$ cat config.mk
export PLATFORM = sky130hd
export DESIGN_NAME = demux_1_to_n
export DESIGN_NICKNAME = d
export VERILOG_FILES = /design/src/rtl/demux_1_to_n_pkg.sv /design/src/rtl/dec_1_to_n.sv /design/src/rtl/demux_1_to_n.sv
export SDC_FILE = /design/constraint.sdc
export NUM_CORES = 1
export LEC_CHECK = 0
export BUFFER_PORTS_ARGS = -buffer_cell sky130_fd_sc_hd__buf_2
export CORE_ASPECT_RATIO = 1.1
export CORE_UTILIZATION = 45
export CTS_BUF_LIST = sky130_fd_sc_hd__clkbuf_8
export CTS_CLUSTER_SIZE = 16
export DETAILED_ROUTE_END_ITERATION = 6
export PLACE_DENSITY = 0.66
export SLEW_MARGIN = 20
export SYNTH_ARGS = -nofsm -noshare
export SYNTH_HDL_FRONTEND = slang
export SYNTH_SLANG_ARGS = --single-unit
$ cat constraint.sdc
create_clock -name clk -period 2.2 [get_ports clk]
set_clock_uncertainty 0.05 [all_clocks]
set_input_delay 0.11 -clock clk [delete_from_list [all_inputs] [get_ports clk]]
set_output_delay 0.11 -clock clk [all_outputs]
set_load 0.05 [all_outputs]
$ cat src/rtl/demux_1_to_n_pkg.sv
// Shared types and constants for the serial-to-parallel demultiplexer.
package demux_1_to_n_pkg;

  typedef enum logic {
    FILL = 1'b0,
    HOLD = 1'b1
  } state_e;

  localparam logic AUTO = 1'b0;
  localparam logic ADDR = 1'b1;

endpackage : demux_1_to_n_pkg

$ cat src/rtl/dec_1_to_n.sv
// Binary slot index plus enable to one-hot write strobe.
module dec_1_to_n #(
  parameter int N = 8,
  parameter int M = $clog2(N)
) (
  input  logic [M-1:0] idx_i,
  input  logic         en_i,
  output logic [N-1:0] strobe_o
);

  // NOTE: every signal written in always_comb gets a default first, so no path can infer a latch.
  always_comb begin
    strobe_o = '0;
    if (en_i) strobe_o[idx_i] = 1'b1;
  end

endmodule : dec_1_to_n

$ cat src/rtl/demux_1_to_n.sv
// Assembles serial bits into an N-bit word, either in arrival order (auto) or
// by explicit slot select (addressed), and presents it with a valid/ready handshake.
module demux_1_to_n
  import demux_1_to_n_pkg::*;
#(
  parameter int N = 8,
  parameter int M = $clog2(N)
) (
  input  logic         clk,
  input  logic         rst,
  input  logic         inp,
  input  logic         in_valid,
  output logic         in_ready,
  input  logic         addr_mode,
  input  logic [M-1:0] select,
  input  logic         flush,
  output logic [N-1:0] out,
  output logic         out_valid,
  input  logic         out_ready
);

  localparam logic [M-1:0] LAST_SLOT = M'(N - 1);

  state_e       state_q, state_d;
  logic [M-1:0] cnt_q, cnt_d;
  logic [N-1:0] mask_q, mask_d;
  logic [N-1:0] out_q, out_d;
  logic         started_q, started_d;
  logic         mode_q, mode_d;

  logic         eff_mode;
  logic         wr_en;
  logic [M-1:0] slot;
  logic [N-1:0] strobe;
  logic [N-1:0] mask_set;

  assign in_ready  = (state_q == FILL);
  assign out_valid = (state_q == HOLD);
  assign out       = out_q;

  // The mode sampled on the first accept of a word governs the rest of it.
  assign eff_mode = started_q ? mode_q : addr_mode;
  assign wr_en    = in_valid & in_ready & ~flush;
  assign slot     = (eff_mode == ADDR) ? select : cnt_q;
  assign mask_set = mask_q | strobe;

  dec_1_to_n #(.N(N), .M(M)) u_dec (
    .idx_i    (slot),
    .en_i     (wr_en),
    .strobe_o (strobe)
  );

  always_comb begin
    state_d   = state_q;
    cnt_d     = cnt_q;
    mask_d    = mask_q;
    out_d     = out_q;
    started_d = started_q;
    mode_d    = mode_q;
    unique case (state_q)
      FILL: begin
        if (flush) begin
          cnt_d     = '0;
          mask_d    = '0;
          started_d = 1'b0;
        end else if (wr_en) begin
          out_d     = (out_q & ~strobe) | (inp ? strobe : '0);
          started_d = 1'b1;
          mode_d    = eff_mode;
          if (eff_mode == ADDR) begin
            mask_d = mask_set;
            if (&mask_set) state_d = HOLD;
          end else begin
            cnt_d = cnt_q + 1'b1;
            if (cnt_q == LAST_SLOT) state_d = HOLD;
          end
        end
      end
      HOLD: begin
        // Flush is deliberately ignored here: a presented word is never dropped.
        if (out_ready) begin
          state_d   = FILL;
          cnt_d     = '0;
          mask_d    = '0;
          started_d = 1'b0;
        end
      end
      default: state_d = FILL;
    endcase
  end

  // NOTE: sequential state uses non-blocking assignments only, so every register samples pre-edge values.
  always_ff @(posedge clk or posedge rst) begin
    if (rst) begin
      state_q   <= FILL;
      cnt_q     <= '0;
      mask_q    <= '0;
      out_q     <= '0;
      started_q <= 1'b0;
      mode_q    <= AUTO;
    end else begin
      state_q   <= state_d;
      cnt_q     <= cnt_d;
      mask_q    <= mask_d;
      out_q     <= out_d;
      started_q <= started_d;
      mode_q    <= mode_d;
    end
  end

endmodule : demux_1_to_n
# ---- Yosys cells after proc, flatten, opt, wreduce, memory -nomap -nowiden
# Index checks and enable logic that the tools add are counted.
dict set report word_totals {
  ff_bits 22
  in_bits 10
  output_inout_bits 10
  wordCells 55
}
dict set report op_classes {
  n_bitwise 8
  reduce_logical 6
  mux 27
  n_lt_le_gt_ge 2
  n_eq_ne 5
  n_addsub 1
}
# cell count
set ops {}
lappend ops {{8-bit two-way mux} 6}
lappend ops {{8-bit OR} 2}
lappend ops {{8-bit one-hot mux with 2 select lines} 1}
lappend ops {{3-bit two-way mux} 5}
lappend ops {{1-bit two-way mux} 11}
lappend ops {{3-bit AND reduction} 3}
lappend ops {{8-bit bitwise AND} 1}
lappend ops {{8-bit NOT} 1}
lappend ops {{8-bit AND reduction} 1}
lappend ops {{3-bit by 1-bit != test with 1-bit output, second input constant} 2}
lappend ops {{3-bit one-hot mux with 2 select lines} 1}
lappend ops {{3-bit by 4-bit < comparator with 1-bit output, second input constant} 1}
lappend ops {{1-bit one-hot mux with 2 select lines} 2}
lappend ops {{3-bit by 1-bit adder with 3-bit output, second input constant} 1}
lappend ops {{1-bit demux with 3-bit select} 1}
lappend ops {{3-bit == test, second input constant} 1}
lappend ops {{3-bit by 1-bit greater-or-equal comparator with 1-bit output, second input constant} 1}
lappend ops {{3-bit != test, second input constant} 1}
lappend ops {{1-bit bitwise AND} 2}
lappend ops {{2-bit != test, second input constant} 1}
lappend ops {{1-bit NOT} 2}
lappend ops {{2-bit AND reduction} 1}
lappend ops {{1-bit logical AND} 1}

# ---- Depth between registers and ports, before layout
dict set report logic_depth {
  word_depth 14
  depth_mapped 6
  mapped_depth_nobuf 5
}

# ---- By module
# From an unflattened synthesis, not the netlist that was laid out.
dict set report unflattened {
  hier_cells 104
  hier_area_um2 1112.3
}
# module n_inst area_per_inst_um2 seq_area_each_um2 cells_per_inst
set modules_own_cells {}
lappend modules_own_cells {demux_1_to_n 1 1016.0 550.5 96}
lappend modules_own_cells {dec_1_to_n 1 96.3 0.0 8}

# ---- Worst setup path before layout
# Ideal clock, no wire load.
dict set report synth_path {
  path_kind {register to register}
  from {register state_q, in the netlist out_valid}
  to {register cnt_q[2]}
  required_time_ps 2028
  path_buffers 0
  path_slack_ps 193
  setup_ps 122
  arrival_time_ps 1835
  period_less_slack_ps 2007
  stages_incl_launch_ff 5
  cell_sequence {dfrtp_1 -> inv_1 -> o22ai_1 -> nor2_1 -> a32o_1}
}
dict set report synth_via {
  elab_chain_cells 5
  word_cells_on_any_way 8
  cone_classes {eq/ne: 3; mux: 1; bitwise: 3; reduce/logical: 1}
}
# element line
set synth_lines {}
lappend synth_lines {{start: declaration} demux_1_to_n.sv:24} ;# state_e state_q, state_d;
lappend synth_lines {{start signal: assignment} demux_1_to_n.sv:102} ;# state_q <= state_d;
lappend synth_lines {{1-bit NOT (no line) *} -}
lappend synth_lines {{via in_ready} demux_1_to_n.sv:13} ;# output logic in_ready,
lappend synth_lines {{1-bit bitwise AND (2 in a row)} demux_1_to_n.sv:43} ;# assign wr_en = in_valid & in_ready & ~flush;
lappend synth_lines {{3-bit by 1-bit != test with 1-bit output (no line)} -}
lappend synth_lines {{3-bit AND reduction (no line)} -}
lappend synth_lines {{end signal: assignment} demux_1_to_n.sv:103} ;# cnt_q <= cnt_d;
lappend synth_lines {{end: declaration} demux_1_to_n.sv:25} ;# logic [M-1:0] cnt_q, cnt_d;
# Mark *: on every way through the listed nets, which the timed path passes. The rest lies on a longest branch.
# A chain may end at the register's enable or synchronous reset.

# ---- Final worst setup path
dict set report layout_path {
  from {register started_q}
  to {register state_q, in the netlist out_valid}
}
dict set report layout_via {
  elab_chain_cells 14
  word_cells_on_any_way 15
  cone_classes {order compare: 2; mux: 10; bitwise: 1; reduce/logical: 2}
}
# element line
set layout_lines {}
lappend layout_lines {{start: declaration} demux_1_to_n.sv:28} ;# logic started_q, started_d;
lappend layout_lines {{start signal: assignment} demux_1_to_n.sv:106} ;# started_q <= started_d;
lappend layout_lines {{1-bit two-way mux *} demux_1_to_n.sv:42} ;# assign eff_mode = started_q ? mode_q : addr_mode;
lappend layout_lines {{3-bit two-way mux} demux_1_to_n.sv:44} ;# assign slot = (eff_mode == ADDR) ? select : cnt_q;
lappend layout_lines {{3-bit by 4-bit < comparator with 1-bit output (implied by the code) or 3-bit by 1-bit greater-or-equal comparator with 1-bit output (tied branches)} dec_1_to_n.sv:14} ;# if (en_i) strobe_o[idx_i] = 1'b1;
lappend layout_lines {{1-bit logical AND (implied by the code)} dec_1_to_n.sv:14}
lappend layout_lines {{1-bit two-way mux (implied by the code)} dec_1_to_n.sv:14}
lappend layout_lines {{1-bit demux with 3-bit select} -}
lappend layout_lines {{8-bit two-way mux} dec_1_to_n.sv:14}
lappend layout_lines {{8-bit OR} demux_1_to_n.sv:45} ;# assign mask_set = mask_q | strobe;
lappend layout_lines {{8-bit AND reduction} demux_1_to_n.sv:72} ;# if (&mask_set) state_d = HOLD;
lappend layout_lines {{1-bit two-way mux} demux_1_to_n.sv:72}
lappend layout_lines {{1-bit two-way mux *} demux_1_to_n.sv:70} ;# if (eff_mode == ADDR) begin
lappend layout_lines {{1-bit two-way mux *} demux_1_to_n.sv:66} ;# end else if (wr_en) begin
lappend layout_lines {{1-bit two-way mux *} demux_1_to_n.sv:62} ;# if (flush) begin
lappend layout_lines {{1-bit one-hot mux with 2 select lines *} demux_1_to_n.sv:60} ;# unique case (state_q)
lappend layout_lines {{via state_d} demux_1_to_n.sv:24}
# Marks and branches as above.

==> metrics.md <==
| Metric | Value |
|---|---|
| Outcome | `complete, no violations` |
| Number of global-route vias before repair | `a little over 1000` |
| Leakage power summed over all cells | `0.640 nW` |
| Required arrival time at the worst endpoint | `2340 ps` |
| Clock Sink Count | `22` |
| Critical path capture point type | `flop` |
| Peak ir drop on the vdd network | `0.658 mV` |
| Drt total wl | `roughly 2800 microns` |
| Buffers inserted during post-CTS setup optimization | `0` |
| Total negative slack for setup checks | `0 ps` |
| Share of synthesized area occupied by flip-flops and latches | `42.8%` |
| Core Rows | `19` |
| #FFs+latches synth | `22` |
| Crit Path Category | `reg -> reg` |
| Die Footprint | `between 3000 and 4000 sq um` |
| Cell area after layout | `1420 sq um` |
| DP Wirelength | `2010 microns` |
| Pin count of the biggest net entering global routing | `23` |
| Starting density of the core | `49.6%` |
| Final weighted congestion in routability-driven placement | `0.813` |
| Avg WL per Cell | `between 15 and 20 microns` |
| Number of search-and-repair iterations in the first detailed-routing pass | `4` |
| Worst slack at placement | `448 ps` |
| Mapped Avg Cell Area | `9.96 sq um` |
| Slew Limit Headroom | `44.0%` |
| Clock transition at the registers of the reported paths | `about 70 ps` |
| Arrival time reported for the critical path endpoint | `between 1500 and 2000 ps` |
| Slew Limit Fails | `0` |
| R2R Path End | `out_valid$_DFF_PP0_` |
| Post-Synthesis Cell Area | `1280 sq um` |
| Clock tree root buffer cell | `clkbuf_8` |
| Yosys synthesis warning count | `0` |
| # nets final | `about 160` |
| Die Y | `roughly 58 microns` |
| Die X-Extent | `between 50 and 60 microns` |
| Maximum capacitance violations | `0` |
| Vias after detailed routing | `1054` |
| Highest achievable clock rate | `0.571 GHz` |
| H-tree level count | `1` |
| Post-synthesis net count | `141` |
| Count of different cell masters after synthesis | `40` |
| Area after DPL | `1370 sq um` |
| Highest net fanout along the worst path | `6` |
| Top_reg_cell synth | `dfrtp_1` |
| Startpoint type of the worst setup path | `flop` |
| First DRT Iteration DRCs | `between 40 and 50` |
| Fraction of registers with async set/reset | `100%` |
| Number of port buffers | `19` |
| Final routed DRC violation total | `0` |
| Antenna violations before repair | `0` |
| CTS tree | `yes` |
| Latest clock arrival within the worst-skew pair | `260 ps` |
| Via-per-instance ratio | `5.99` |
| Final Worst Setup Slack | `448 ps` |
| Number of enable-type register cells in the synthesized netlist | `0` |
| Reg-to-Reg Start | `started_q$_DFFE_PP0P_` |
| Minimum clock period | `1750 ps` |
| Global-route congestion overflow total | `0` |
| Worst min-delay path category | `in -> reg` |
| Actual slew at the worst max-slew pin | `839 ps` |
| Unrepaired setup endpoints after global routing | `false` |
| Number of standard cells after synthesis | `129` |
| Destination of the critical timing path | `out_valid$_DFF_PP0_` |
| R2R Setup Slk | `450 ps` |
| Final setup violating endpoints | `0` |
| Period Utilization, post-route | `79.7%` |
| Worst setup path startpoint | `started_q$_DFFE_PP0P_` |
| Final Hold Viols | `0` |
| Inserted Clock Buffers | `3` |
| Ant. Diodes | `0` |
| Share of layout cells above drive strength 1 | `24.8%` |
| Area added between synthesis and finish | `10.5%` |
| Floorplan core area | `around 2600 sq um` |
| Wire length of the first global-routing pass | `4680 microns` |
| FF-to-FF path depth | `5` |
| Antenna Violating Nets Remaining | `0` |
| Total power per unit cell area | `830 nW/um^2` |
| Overall global routing resource usage | `20.7%` |
| I/O pin total | `20` |
| CTS Buffer Depth | `2` |
repair_timing:
action | 4_1_cts | 5_1_grt
hold buffers | 1 | 0
endpoints found under the hold margin | 22 | 0
gates resized for setup | 0 | 0
metal layers:
layer  track usage, %  share of wire, %
met1             27.6                47
met3             2.62               4.7
met2             34.0                47
met5                0                 0
met4             7.52               1.4
Yosys cell counts, types with 2 or more instances:
master	n	area share (%)
a21oi_1	2	0.78
a32o_1	3	2.3
buf_2	2	0.78
buf_4	2	1.2
dfrtp_1	22	43
ha_1	2	1.9
inv_1	4	1.2
mux2_2	7	6.1
mux2_4	2	2.3
mux2i_1	5	3.9
nand2_1	20	5.8
nand3_1	4	1.6
nand3b_1	6	3.5
nor2_1	9	2.6
nor3b_1	6	3.5
nor4_1	2	0.97
o21a_1	2	1.2
o21ai_0	4	1.6
o21bai_1	3	1.8
o31ai_1	2	1.2
cells in the final DEF (no fill, tap or decap), types with 2 or more instances in the layout:
cell type | synthesis | routed
a21oi_1 | 2 | 2
a32o_1 | 3 | 3
buf_2 | 2 | 19
clkbuf_8 | 0 | 3
dfrtp_1 | 22 | 22
ha_1 | 2 | 2
inv_1 | 4 | 4
mux2_2 | 7 | 7
mux2_4 | 2 | 2
mux2i_1 | 5 | 5
nand2_1 | 20 | 20
nand3_1 | 4 | 4
nand3b_1 | 6 | 6
nor2_1 | 9 | 9
nor3b_1 | 6 | 6
nor4_1 | 2 | 2
o21a_1 | 2 | 2
o21ai_0 | 4 | 4
o21bai_1 | 3 | 3
o31ai_1 | 2 | 2
worst min path at each step:
stage | slack, ps | to | from | cells past startpoint
6_report | 120 | flop | inp | 2
5_1_grt | 130 | out_valid$_DFF_PP0_ | out_ready | 4
4_1_cts | 120 | out_valid$_DFF_PP0_ | out_ready | 4
3_5_place_dp | 280 | asynchronous set/reset pin | rst | 2
3_3_place_gp | 250 | asynchronous set/reset pin | rst | 2
2_1_floorplan | 50 | asynchronous set/reset pin | rst | 1
cells by family after synthesis:
family / after synthesis / share of synthesized area (%)
AO/OA/AOI/OAI: 27 / 15.9
adder cells (fa/ha/maj): 2 / 1.95
buffers and inverters: 12 / 5.65
flip-flops: 22 / 42.8
AND/OR/NAND/NOR: 50 / 19.4
multiplexers: 16 / 14.3
worst max-delay path, cell delays in order (launching register included):
cell and delay [ps]:
dfrtp_1 410, mux2i_2 430, mux2i_1 320, o221a_2 220, o2111ai_1 100, o21ai_1 140
layout make-up:
type	instances	area, sq um
clock buffers	3	41.3
repair buffers	21	113
fillers	221	1170
multi-input cells	95	662
inverters	4	15.0
well taps	31	38.8
flip-flops and latches	22	551
report_power, final:
group          internal (mW)  switching, mW  total (mW)
sequential             0.469         0.0498       0.519
combinational          0.121          0.293       0.414
clock                  0.122          0.124       0.246
total                  0.712          0.466        1.18
stage by stage:
stage	hold slack [ps]	util (%)	std cells	power [mW]
finish	118	54.8	176	1.18
global route	134	54.8	176	1.23
CTS	115	54.8	176	1.19
detailed placement	277	52.8	172	0.938
global placement	251	52.8	172	0.931
floorplan	49.2	-	129	0.850
Note: power is estimated with default switching activity, not from simulation.
